<file path="config.mk">
export PLATFORM = sky130hd
export DESIGN_NAME = bus_xbar_rr
export DESIGN_NICKNAME = d
export VERILOG_FILES = /design/src/rtl/bus_xbar_rr.sv
export SDC_FILE = /design/constraint.sdc
export NUM_CORES = 1
export LEC_CHECK = 0
export CAP_MARGIN = 20
export CORE_AREA = 2 2 605 607
export CTS_CLUSTER_SIZE = 14
export DETAILED_ROUTE_END_ITERATION = 10
export DIE_AREA = 0 0 607 609
export GPL_TIMING_DRIVEN = 0
export PLACE_DENSITY = 0.3
export SLEW_MARGIN = 15
export SYNTH_ARGS = -nofsm -noshare
export SYNTH_HDL_FRONTEND = slang
export SYNTH_SLANG_ARGS = --single-unit
</file>
<file path="constraint.sdc">
create_clock -name clk_sys_i -period 6.8 [get_ports clk_sys_i]
set_input_delay 1.36 -clock clk_sys_i [delete_from_list [all_inputs] [get_ports clk_sys_i]]
set_output_delay 1.36 -clock clk_sys_i [all_outputs]
set_load 0.1 [all_outputs]
</file>
<file path="src/rtl/bus_xbar_rr.sv">
// bus_xbar_rr: NrHosts x NrDevices system-bus crossbar with a round-robin arbiter per device.
//
// Each host request is decoded against per-device base/mask pairs. The lowest matching index
// wins, and an address that matches no device goes to a per-host decode-error responder.
// A host may have up to MaxOutstanding transactions in flight, all to a single target. That
// rule keeps its responses in order without reorder buffers. Each device keeps a FIFO of
// granted host IDs so that its responses are routed back in grant order.
//
// Ports:
//   clk_sys_i, rst_sys_ni         system clock, asynchronous active-low reset
//   host_req/gnt/addr/we/be/wdata request channel per host (flattened, host h at slice h)
//   host_rvalid/rdata/err         response channel per host (rdata is zero when rvalid is low)
//   device_req/addr/we/be/wdata   muxed request channel per device, device_gnt_i accepts
//   device_rvalid/rdata/err       response channel per device
//   cfg_device_addr_base/mask_i   address decode configuration per device
//   host_stall_cnt_o              saturating per-host stall counters (BUS_XBAR_PERF_EN only)
//
// Optional feature: define BUS_XBAR_PERF_EN to add host_stall_cnt_o and its counters.
module bus_xbar_rr #(
  parameter int unsigned NrHosts        = 2,
  parameter int unsigned NrDevices      = 8,
  parameter int unsigned DataWidth      = 32,
  parameter int unsigned AddressWidth   = 32,
  parameter int unsigned MaxOutstanding = 2
) (
  input  logic                              clk_sys_i,
  input  logic                              rst_sys_ni,
  input  logic [NrHosts-1:0]                host_req_i,
  output logic [NrHosts-1:0]                host_gnt_o,
  input  logic [NrHosts*AddressWidth-1:0]   host_addr_i,
  input  logic [NrHosts-1:0]                host_we_i,
  input  logic [NrHosts*DataWidth/8-1:0]    host_be_i,
  input  logic [NrHosts*DataWidth-1:0]      host_wdata_i,
  output logic [NrHosts-1:0]                host_rvalid_o,
  output logic [NrHosts*DataWidth-1:0]      host_rdata_o,
  output logic [NrHosts-1:0]                host_err_o,
  output logic [NrDevices-1:0]              device_req_o,
  input  logic [NrDevices-1:0]              device_gnt_i,
  output logic [NrDevices*AddressWidth-1:0] device_addr_o,
  output logic [NrDevices-1:0]              device_we_o,
  output logic [NrDevices*DataWidth/8-1:0]  device_be_o,
  output logic [NrDevices*DataWidth-1:0]    device_wdata_o,
  input  logic [NrDevices-1:0]              device_rvalid_i,
  input  logic [NrDevices*DataWidth-1:0]    device_rdata_i,
  input  logic [NrDevices-1:0]              device_err_i,
  input  logic [NrDevices*AddressWidth-1:0] cfg_device_addr_base_i,
  input  logic [NrDevices*AddressWidth-1:0] cfg_device_addr_mask_i
`ifdef BUS_XBAR_PERF_EN
  ,
  output logic [NrHosts*32-1:0]             host_stall_cnt_o
`endif
);

  localparam int unsigned BeWidth = DataWidth / 8;
  localparam int unsigned HostIdW = (NrHosts > 1) ? $clog2(NrHosts) : 1;
  localparam int unsigned DevIdW  = $clog2(NrDevices + 1);
  localparam int unsigned CntW    = $clog2(MaxOutstanding + 1);
  localparam int unsigned PtrW    = (MaxOutstanding > 1) ? $clog2(MaxOutstanding) : 1;
  localparam logic [DevIdW-1:0] ErrDev = DevIdW'(NrDevices);

  logic [NrHosts-1:0][DevIdW-1:0]   tgt, last_dev_q;
  logic [NrHosts-1:0][CntW-1:0]     cnt_q;
  logic [NrHosts-1:0]               elig, fifo_ok, err_pend_q;
  logic [NrDevices-1:0][HostIdW-1:0] rr_q, win_id, head_id;
  logic [NrDevices-1:0]             win_vld, dev_gnt, fifo_full, fifo_empty, pop;
  logic [NrDevices-1:0][MaxOutstanding-1:0][HostIdW-1:0] fifo_q;
  logic [NrDevices-1:0][PtrW-1:0]   wptr_q, rptr_q;
  logic [NrDevices-1:0][CntW-1:0]   fcnt_q;
  logic [HostIdW-1:0]               arb_idx;

  function automatic logic [PtrW-1:0] ptr_inc(input logic [PtrW-1:0] p);
    return (p == PtrW'(MaxOutstanding - 1)) ? '0 : p + PtrW'(1);
  endfunction

  // Address decode; iterate downwards so the lowest matching index wins.
  always_comb begin
    tgt = '0;
    for (int h = 0; h < NrHosts; h++) begin
      tgt[h] = ErrDev;
      for (int d = NrDevices - 1; d >= 0; d--) begin
        if ((host_addr_i[h*AddressWidth +: AddressWidth] &
             cfg_device_addr_mask_i[d*AddressWidth +: AddressWidth]) ==
            cfg_device_addr_base_i[d*AddressWidth +: AddressWidth]) begin
          tgt[h] = DevIdW'(d);
        end
      end
    end
  end

  always_comb begin
    fifo_full  = '0;
    fifo_empty = '0;
    head_id    = '0;
    pop        = '0;
    for (int d = 0; d < NrDevices; d++) begin
      fifo_full[d]  = (fcnt_q[d] == CntW'(MaxOutstanding));
      fifo_empty[d] = (fcnt_q[d] == '0);
      head_id[d]    = fifo_q[d][rptr_q[d]];
      // Responses with nothing outstanding are dropped.
      pop[d]        = device_rvalid_i[d] & ~fifo_empty[d];
    end
  end

  // Eligibility: outstanding limit, single-target rule and room in the target's ID FIFO.
  always_comb begin
    fifo_ok = '1;
    elig    = '0;
    for (int h = 0; h < NrHosts; h++) begin
      for (int d = 0; d < NrDevices; d++) begin
        if (tgt[h] == DevIdW'(d) && fifo_full[d]) fifo_ok[h] = 1'b0;
      end
      elig[h] = host_req_i[h] & (cnt_q[h] < CntW'(MaxOutstanding)) &
                ((cnt_q[h] == '0) | (last_dev_q[h] == tgt[h])) & fifo_ok[h];
    end
  end

  // Round-robin search per device, starting one past the last winner.
  always_comb begin
    win_vld = '0;
    win_id  = '0;
    arb_idx = '0;
    for (int d = 0; d < NrDevices; d++) begin
      for (int i = 0; i < NrHosts; i++) begin
        arb_idx = HostIdW'((32'(rr_q[d]) + 32'(i) + 32'd1) % NrHosts);
        if (!win_vld[d] && elig[arb_idx] && tgt[arb_idx] == DevIdW'(d)) begin
          win_vld[d] = 1'b1;
          win_id[d]  = arb_idx;
        end
      end
    end
  end

  assign dev_gnt = win_vld & device_gnt_i;

  always_comb begin
    device_req_o   = win_vld;
    device_addr_o  = '0;
    device_we_o    = '0;
    device_be_o    = '0;
    device_wdata_o = '0;
    for (int d = 0; d < NrDevices; d++) begin
      for (int h = 0; h < NrHosts; h++) begin
        if (win_vld[d] && win_id[d] == HostIdW'(h)) begin
          device_addr_o[d*AddressWidth +: AddressWidth] = host_addr_i[h*AddressWidth +: AddressWidth];
          device_we_o[d]                                = host_we_i[h];
          device_be_o[d*BeWidth +: BeWidth]             = host_be_i[h*BeWidth +: BeWidth];
          device_wdata_o[d*DataWidth +: DataWidth]      = host_wdata_i[h*DataWidth +: DataWidth];
        end
      end
    end
  end

  // Single-target rule guarantees at most one response source per host per cycle.
  always_comb begin
    host_gnt_o    = '0;
    host_rvalid_o = '0;
    host_rdata_o  = '0;
    host_err_o    = '0;
    for (int h = 0; h < NrHosts; h++) begin
      host_gnt_o[h] = elig[h] & (tgt[h] == ErrDev);
      if (err_pend_q[h]) begin
        host_rvalid_o[h] = 1'b1;
        host_err_o[h]    = 1'b1;
      end
      for (int d = 0; d < NrDevices; d++) begin
        if (dev_gnt[d] && win_id[d] == HostIdW'(h)) host_gnt_o[h] = 1'b1;
        if (pop[d] && head_id[d] == HostIdW'(h)) begin
          host_rvalid_o[h]                         = 1'b1;
          host_rdata_o[h*DataWidth +: DataWidth]   = device_rdata_i[d*DataWidth +: DataWidth];
          host_err_o[h]                            = device_err_i[d];
        end
      end
    end
  end

  always_ff @(posedge clk_sys_i or negedge rst_sys_ni) begin
    if (!rst_sys_ni) begin
      cnt_q      <= '0;
      last_dev_q <= '0;
      err_pend_q <= '0;
    end else begin
      for (int h = 0; h < NrHosts; h++) begin
        err_pend_q[h] <= host_gnt_o[h] & (tgt[h] == ErrDev);
        if (host_gnt_o[h]) last_dev_q[h] <= tgt[h];
        case ({host_gnt_o[h], host_rvalid_o[h]})
          2'b10:   cnt_q[h] <= cnt_q[h] + CntW'(1);
          2'b01:   cnt_q[h] <= cnt_q[h] - CntW'(1);
          default: ;
        endcase
      end
    end
  end

  always_ff @(posedge clk_sys_i or negedge rst_sys_ni) begin
    if (!rst_sys_ni) begin
      fifo_q <= '0;
      wptr_q <= '0;
      rptr_q <= '0;
      fcnt_q <= '0;
      for (int d = 0; d < NrDevices; d++) rr_q[d] <= HostIdW'(NrHosts - 1);
    end else begin
      for (int d = 0; d < NrDevices; d++) begin
        if (dev_gnt[d]) begin
          fifo_q[d][wptr_q[d]] <= win_id[d];
          wptr_q[d]            <= ptr_inc(wptr_q[d]);
          rr_q[d]              <= win_id[d];
        end
        if (pop[d]) rptr_q[d] <= ptr_inc(rptr_q[d]);
        case ({dev_gnt[d], pop[d]})
          2'b10:   fcnt_q[d] <= fcnt_q[d] + CntW'(1);
          2'b01:   fcnt_q[d] <= fcnt_q[d] - CntW'(1);
          default: ;
        endcase
      end
    end
  end

`ifdef BUS_XBAR_PERF_EN
  logic [NrHosts-1:0][31:0] stall_q;

  always_ff @(posedge clk_sys_i or negedge rst_sys_ni) begin
    if (!rst_sys_ni) begin
      stall_q <= '0;
    end else begin
      for (int h = 0; h < NrHosts; h++) begin
        if (host_req_i[h] && !host_gnt_o[h] && stall_q[h] != 32'hFFFF_FFFF) begin
          stall_q[h] <= stall_q[h] + 32'd1;
        end
      end
    end
  end

  assign host_stall_cnt_o = stall_q;
`endif

`ifndef SYNTHESIS
  always @(posedge clk_sys_i) begin
    if (rst_sys_ni) begin
      for (int d = 0; d < NrDevices; d++) begin
        assert (!(device_rvalid_i[d] && fifo_empty[d]))
          else $warning("device %0d rvalid with no outstanding request, dropped", d);
      end
    end
  end
`endif

endmodule
</file>
# Yosys cells after proc, flatten, opt, wreduce, memory -nomap -nowiden

Cells that the tools add are included.

Bitwise operators: 61
Equality and inequality tests: 76
Add/sub/neg operators: 52
Reductions and logical operators: 128
Mux-type cells: 324
Order comparisons: 42

Operator list:

| operator              | number |
|---|---|
| $mux W32              | 48 |
| $and A32 B32 Y32      | 16 |
| $eq A32 B32 Y1        | 16 |
| $mux W4               | 64 |
| $mux W1               | 186 |
| $logic_and A1 B1 Y1   | 96 |
| $eq A4 B3 Y1 const B  | 16 |
| $lt A1 B2 Y1 const B  | 32 |
| $pmux W2 S2           | 10 |
| $eq A2 B2 Y1 const B  | 18 |
| $add A1 B1 Y1 const B | 32 |
| $eq A4 B2 Y1 const B  | 8 |
| $not A1 Y1            | 24 |
| $add A2 B1 Y2 const B | 10 |
| $eq A2 B1 Y1 const B  | 10 |
| $logic_not A2 Y1      | 10 |
| $reduce_bool A2 Y1    | 10 |
| $sub A2 B1 Y2 const B | 10 |
| $and A1 B1 Y1         | 18 |
| $bwmux W2             | 8 |
| $eq A4 B1 Y1 const B  | 4 |
| $logic_not A4 Y1      | 4 |
| $and A8 B8 Y8         | 1 |
| $demux W1 S1          | 8 |
| 6 further kinds       | 24 |

Bits of input ports: 934
Bits in registers: 70
Logic and storage cells: 736

# Logic depth before layout (Yosys ltp)

Depth after elaboration: 41
Mapped depth: 21
Gate-level depth less buffers: 17

# Worst setup path before layout

Ideal clock, no wire load.

Kind: input -> output
From: input host_addr_i[0]
To: output device_addr_o[109]
Arrival: 7568 ps
Stages: 16
Setup slack: -2128 ps
Required time: 5440 ps
Cells stage by stage: buf_4 > a21o_1 > a211oi_1 > nand4_1 > or4_1 > a211oi_2 > o21ba_2 > xnor2_1 > o211ai_1 > nor3_1 > buf_4 > nand2_1 > o31ai_4 > clkbuf_1 > nand2_1 > o21ai_0

Elaborated cells between the ends (all ways): 75
Those cells by class: eq/ne (18); mux (30); bitwise (12); reduce/logical (15)

RTL lines:

| element                           | line | RTL |
|---|---|---|
| start: declaration                | 30   | `input logic [NrHosts*AddressWidth-1:0] host_addr_i,` |
| $and A32 B32 Y32                  | 81   | `if ((host_addr_i[h*AddressWidth +: AddressWidth] &` |
| $eq A32 B32 Y1                    | 82   | `cfg_device_addr_mask_i[d*AddressWidth +: AddressWidth]) ==` |
| $mux W4 (7 in series)             | 81   |  |
| $mux W4 (*)                       | 81   |  |
| $logic_not A4 Y1                  | 110  | `if (tgt[h] == DevIdW'(d) && fifo_full[d]) fifo_ok[h] = 1'b0;` |
| $logic_and A1 B1 Y1               | 110  |  |
| $mux W1 (8 in series)             | 110  |  |
| $and A1 B1 Y1                     | 113  | `((cnt_q[h] == '0) \| (last_dev_q[h] == tgt[h])) & fifo_ok[h];` |
| [... 3 more ...]                  | --   |  |
| $mux W1                           | 125  | `if (!win_vld[d] && elig[arb_idx] && tgt[arb_idx] == DevIdW'(d)) begin` |
| $logic_not A1 Y1                  | 125  |  |
| $logic_and A1 B1 Y1 (2 in series) | 125  |  |
| $mux W1 (*)                       | 125  |  |
| via device_req_o[3]               | 37   | `output logic [NrDevices-1:0] device_req_o,` |
| $logic_and A1 B1 Y1               | 143  | `if (win_vld[d] && win_id[d] == HostIdW'(h)) begin` |
| $mux W32                          | 143  |  |
| $mux W32 (*)                      | 143  |  |
| end: declaration                  | 39   | `output logic [NrDevices*AddressWidth-1:0] device_addr_o,` |

Mark *: on every way through the listed nets, which the timed path passes. The rest lies on a longest branch. The select of a mux whose other input is x is not followed.

# Worst setup path in the final report

From: input host_addr_i[22]
To: output device_addr_o[30]

Longest elaborated chain between the ends: 33
Elaborated cells between the ends (all ways): 75
Those cells by class: eq/ne (16); mux (30); bitwise (12); reduce/logical (17)

Ends and longest elaborated chain:

| element                           | line |
|---|---|
| $and A32 B32 Y32                  | 81 |
| $eq A32 B32 Y1                    | 82 |
| $mux W4 (7 in series)             | 81 |
| $mux W4 (*)                       | 81 |
| $logic_not A4 Y1                  | 110 |
| $logic_and A1 B1 Y1               | 110 |
| $mux W1 (8 in series)             | 110 |
| $and A1 B1 Y1                     | 113 |
| [... 3 more ...]                  | -- |
| $mux W1                           | 125 |
| $logic_not A1 Y1                  | 125 |
| $logic_and A1 B1 Y1 (2 in series) | 125 |
| $mux W1                           | 125 |
| $not A1 Y1                        | 143 |
| $logic_and A1 B1 Y1               | 143 |
| $mux W32                          | 143 |
| $mux W32 (*)                      | 143 |

Every way passes the cells marked *; elsewhere a longest branch is shown, timed or not. The select of a mux whose other input is x is not followed.

==> results by group <==
Status
  – Outcome: finished with violations
  – Failing checks: negative setup slack

Route
  – Total iterations of the first detailed-routing run: 6
  – # DRC: 0
  – Avg Vias per Cell: 4.321
  – Final ANT Viol Nets: 0
  – Routed wire length per instance: 39.96 µm
  – Via count: 47660
  – DRT iter0 DRCs: 4553
  – Drt total wl: 440.7 mm

Timing
  – Fin Clk Skew: 0.009556 ns
  – Period utilisation layout: 1.157
  – FMAX: 127.1 MHz
  – Min Tclk post-route: 7.869 ns
  – RSZ-0062 raised after global routing: true
  – Fin. Hold Viols: 0
  – Slew HR: 0.1774
  – Final hold slack: 0.4592 ns
  – Pins Over Slew Limit: 0
  – Slew at the pin closest to its max-slew limit: 1.221 ns
  – Final Setup Violations: 616
  – Setup ws final: -1.069 ns

Global routing
  – Pin count of the biggest net entering global routing: 41
  – Global-route wire length before repair: 544.0 mm
  – Vias in the first global route: 45650
  – Overflow after GRT: 0
  – GRT Resource Usage Total: 0.2281
  – Initial antenna violation count: 373

Placed design
  – Placed cell count: 10710
  – PortBufs: 1526
  – RePlAce Congestion: 0.9189
  – DP Wirelength: 378.1 mm
  – Dpl cell area: 52120 µm²

Pwr
  – Comb pwr share: 0.710
  – Internal power: 1.758 mW
  – Static Leak: 23.48 nW
  – Switching power: 1.698 mW
  – Clk pwr share: 0.156
  – Sequential share of power: 0.133
  – VDD IR-drop max: 0.1120 mV
  – Pwr dens: 59.01 nW/µm²
  – Sw Ratio: 0.4913

Yosys
  – Mean Syn Cell Area: 6.036 µm²
  – Cell variety after synth: 90
  – Register area share after synthesis: 0.06753
  – EDFF count, synth: 0
  – Async set or reset register ratio after synthesis: 1.000
  – FF+latch count, synth: 70
  – Mapped Area: 26090 µm²
  – Syn_nets: 5266
  – Cell taking the most area after synthesis: nand2_1
  – Top post-synthesis cells by area: nand2_1 (10%), o21ai_0 (10%), a21oi_1 (7.5%)
  – Cell count after synthesis: 4322
  – Synth top area share: 0.1042
  – Ys flop type: dfrtp_1
  – Syn. warnings: 0

Clock tree
  – CTS Buf Count: 9
  – Max clock buf depth: 2
  – Clock Sinks: 70
  – H-tree levels: 3
  – Clock slew at reported path FFs: 0.06 ns
  – Cts hold-fix bufs: 0
  – CTS root buffer: clkbuf_16
  – CTS tree: done
  – Worst skew pair latency: 0.35 ns

Job
  – Max Cap Violations: 0

Critical path
  – Critical path class: input pin to output pin
  – CP endpoint kind: output pin
  – CP startpoint kind: input pin
  – Worst EP arrival: 6.51 ns
  – CP required: 5.44 ns
  – Max FO, Critical Path: 10

Die
  – Chip Height: 609 µm
  – # rows: 222
  – Starting Density: 0.07169
  – DIE WIDTH: 607 µm
  – Area of the core: 363900 µm²
  – # IOs: 1564
  – Die area: 369700 µm²

Layout
  – Layout cell share with drive strength beyond 1: 0.3011
  – Final instance area: 58570 µm²
  – Final core utilization: 0.1610
  – Non-Filler Instances: 11030
  – Area Growth Syn to Fin: 124.5%
  – Final #Nets: 7034

Worst hold path
  – Hold/Removal Path Class: flip-flop to flip-flop
## sequential cells by signal (all words and copies together) (netlist names)
name / flops
rptr_q: 8
fcnt_q: 16
rr_q: 8
last_dev_q: 8
wptr_q: 8
cnt_q: 4
err_pend_q: 2
fifo_q: 16
## cells in the mapped netlist (all sizes together), types with 10 or more instances
| cell | n |
|---|---|
| a211oi | 261 |
| mux2 | 12 |
| nand4 | 75 |
| and3b | 128 |
| ha | 10 |
| inv | 95 |
| a22o | 140 |
| nor3 | 16 |
| nand2 | 724 |
| buf | 215 |
| nor2 | 169 |
| a22oi | 65 |
| a21oi | 392 |
| nor2b | 11 |
| and3 | 265 |
| o21ai | 571 |
| clkbuf | 221 |
| nand2b | 18 |
| a21o | 133 |
| o22a | 129 |
| xnor2 | 36 |
| nand3 | 282 |
| mux2i | 21 |
| dfrtp | 62 |
| xor2 | 13 |
| nor4 | 19 |
| a21boi | 129 |
## power groups by stage
| stage | clock network (mW) | registers (mW) | logic [mW] |
|---|---|---|---|
| detailed placement | 0 | 0.468 | 2.21 |
| finish | 0.541 | 0.461 | 2.45 |
| CTS | 0.554 | 0.461 | 2.40 |
| global placement | 0 | 0.468 | 2.20 |
| global route | 0.569 | 0.464 | 2.54 |
| floorplan | 0 | 0.459 | 0.736 |
## final cells by class
class                           count  area (µm²)
Fill cell                       41480      305300
Antenna cell                      119       297.8
Multi-Input combinational cell   3721       27020
Clock buffer                       11       242.7
Tap cell                         4816        6026
Inverter                           95       356.6
Sequential cell                    70        1762
Buffer                            432        4627
Clock inverter                      5       83.83
Timing Repair Buffer             1761       18160
## cell usage in the layout, fill, tap and decap left out, drive strengths merged, types with 169 or more instances in the layout
cell / instances
a211oi: 261
nand2: 724
nand3: 282
clkdlybuf4s50: 806
and3: 265
buf: 887
nor2: 169
o21ai: 571
clkbuf: 263
a21oi: 392
## worst paths after layout
path	start	endpoint	slack, ns	depth (start not counted)
setup / recovery	host_addr_i[22]	device_addr_o[30]	-1.07	20
hold / removal	cnt_q[1]$_DFFE_PN0P_	cnt_q[1]$_DFFE_PN0P_	0.46	1
setup reg to reg	fcnt_q[2]$_DFFE_PN0P_	cnt_q[3]$_DFFE_PN0P_	2.75	16
hold reg to reg	cnt_q[1]$_DFFE_PN0P_	cnt_q[1]$_DFFE_PN0P_	0.46	1
max in group asynchronous	rst_sys_ni	rr_q[2]$_DFFE_PN1P_	5.20	2
min in group asynchronous	rst_sys_ni	fifo_q[14]$_DFFE_PN0P_	0.94	1
## stage by stage
stage / TNS (ns) / setup slack, ns / power [mW]
after floorplan: -44.07 / -0.9851 / 1.194
after global routing: -497.13 / -1.068 / 3.570
after detailed placement: -3071.68 / -5.796 / 2.681
final: -468.55 / -1.069 / 3.456
after CTS: -539.03 / -1.165 / 3.418
after global placement: -4151.97 / -7.975 / 2.671
## per-layer routing
metal	up-vias	GRT usage	part of all wire	wire, µm
met1	23910	0.2610	0.38	168900
met2	2834	0.3896	0.47	208700
li1	19830	-	-	-
met3	872	0.07625	0.092	40620
met5	-	0	0.0033	1454
met4	220	0.08625	0.048	21030
## repair_timing
action / 4_1_cts / 5_1_grt
gates cloned: 14 / 0
resized for setup: 3696 / 814
pin swaps: 105 / 74
endpoints found under the setup margin: 686 / 624
setup buffers: 139 / 39
hold endpoints to repair: 0 / 0
## cells by family after synthesis
family                     synth area share
AOI/OAI and AO/OA                    0.4676
xor gates and xnor gates            0.01674
adders and majority gates          0.004796
buffers and inverters               0.09257
DFF                                 0.06753
muxes                               0.01338
and+or+nand+nor                      0.3374
## critical path: stages
cell and delay (ns):
buf_6 0.13, buf_12 0.16, a21o_1 0.19, a211oi_2 0.22
nand4_1 0.50, or4_4 0.81, a211oi_4 0.34, nor2_4 0.09
buf_12 0.14, a31oi_4 0.16, o311ai_4 0.14, nor3_2 0.22
buf_6 0.18, nand2_1 0.17, nor2_4 0.17, buf_12 0.13
buf_4 0.11, clkbuf_2 0.35, a22o_1 0.30, clkdlybuf4s15_2 0.59
(Power assumes the default switching activity.)
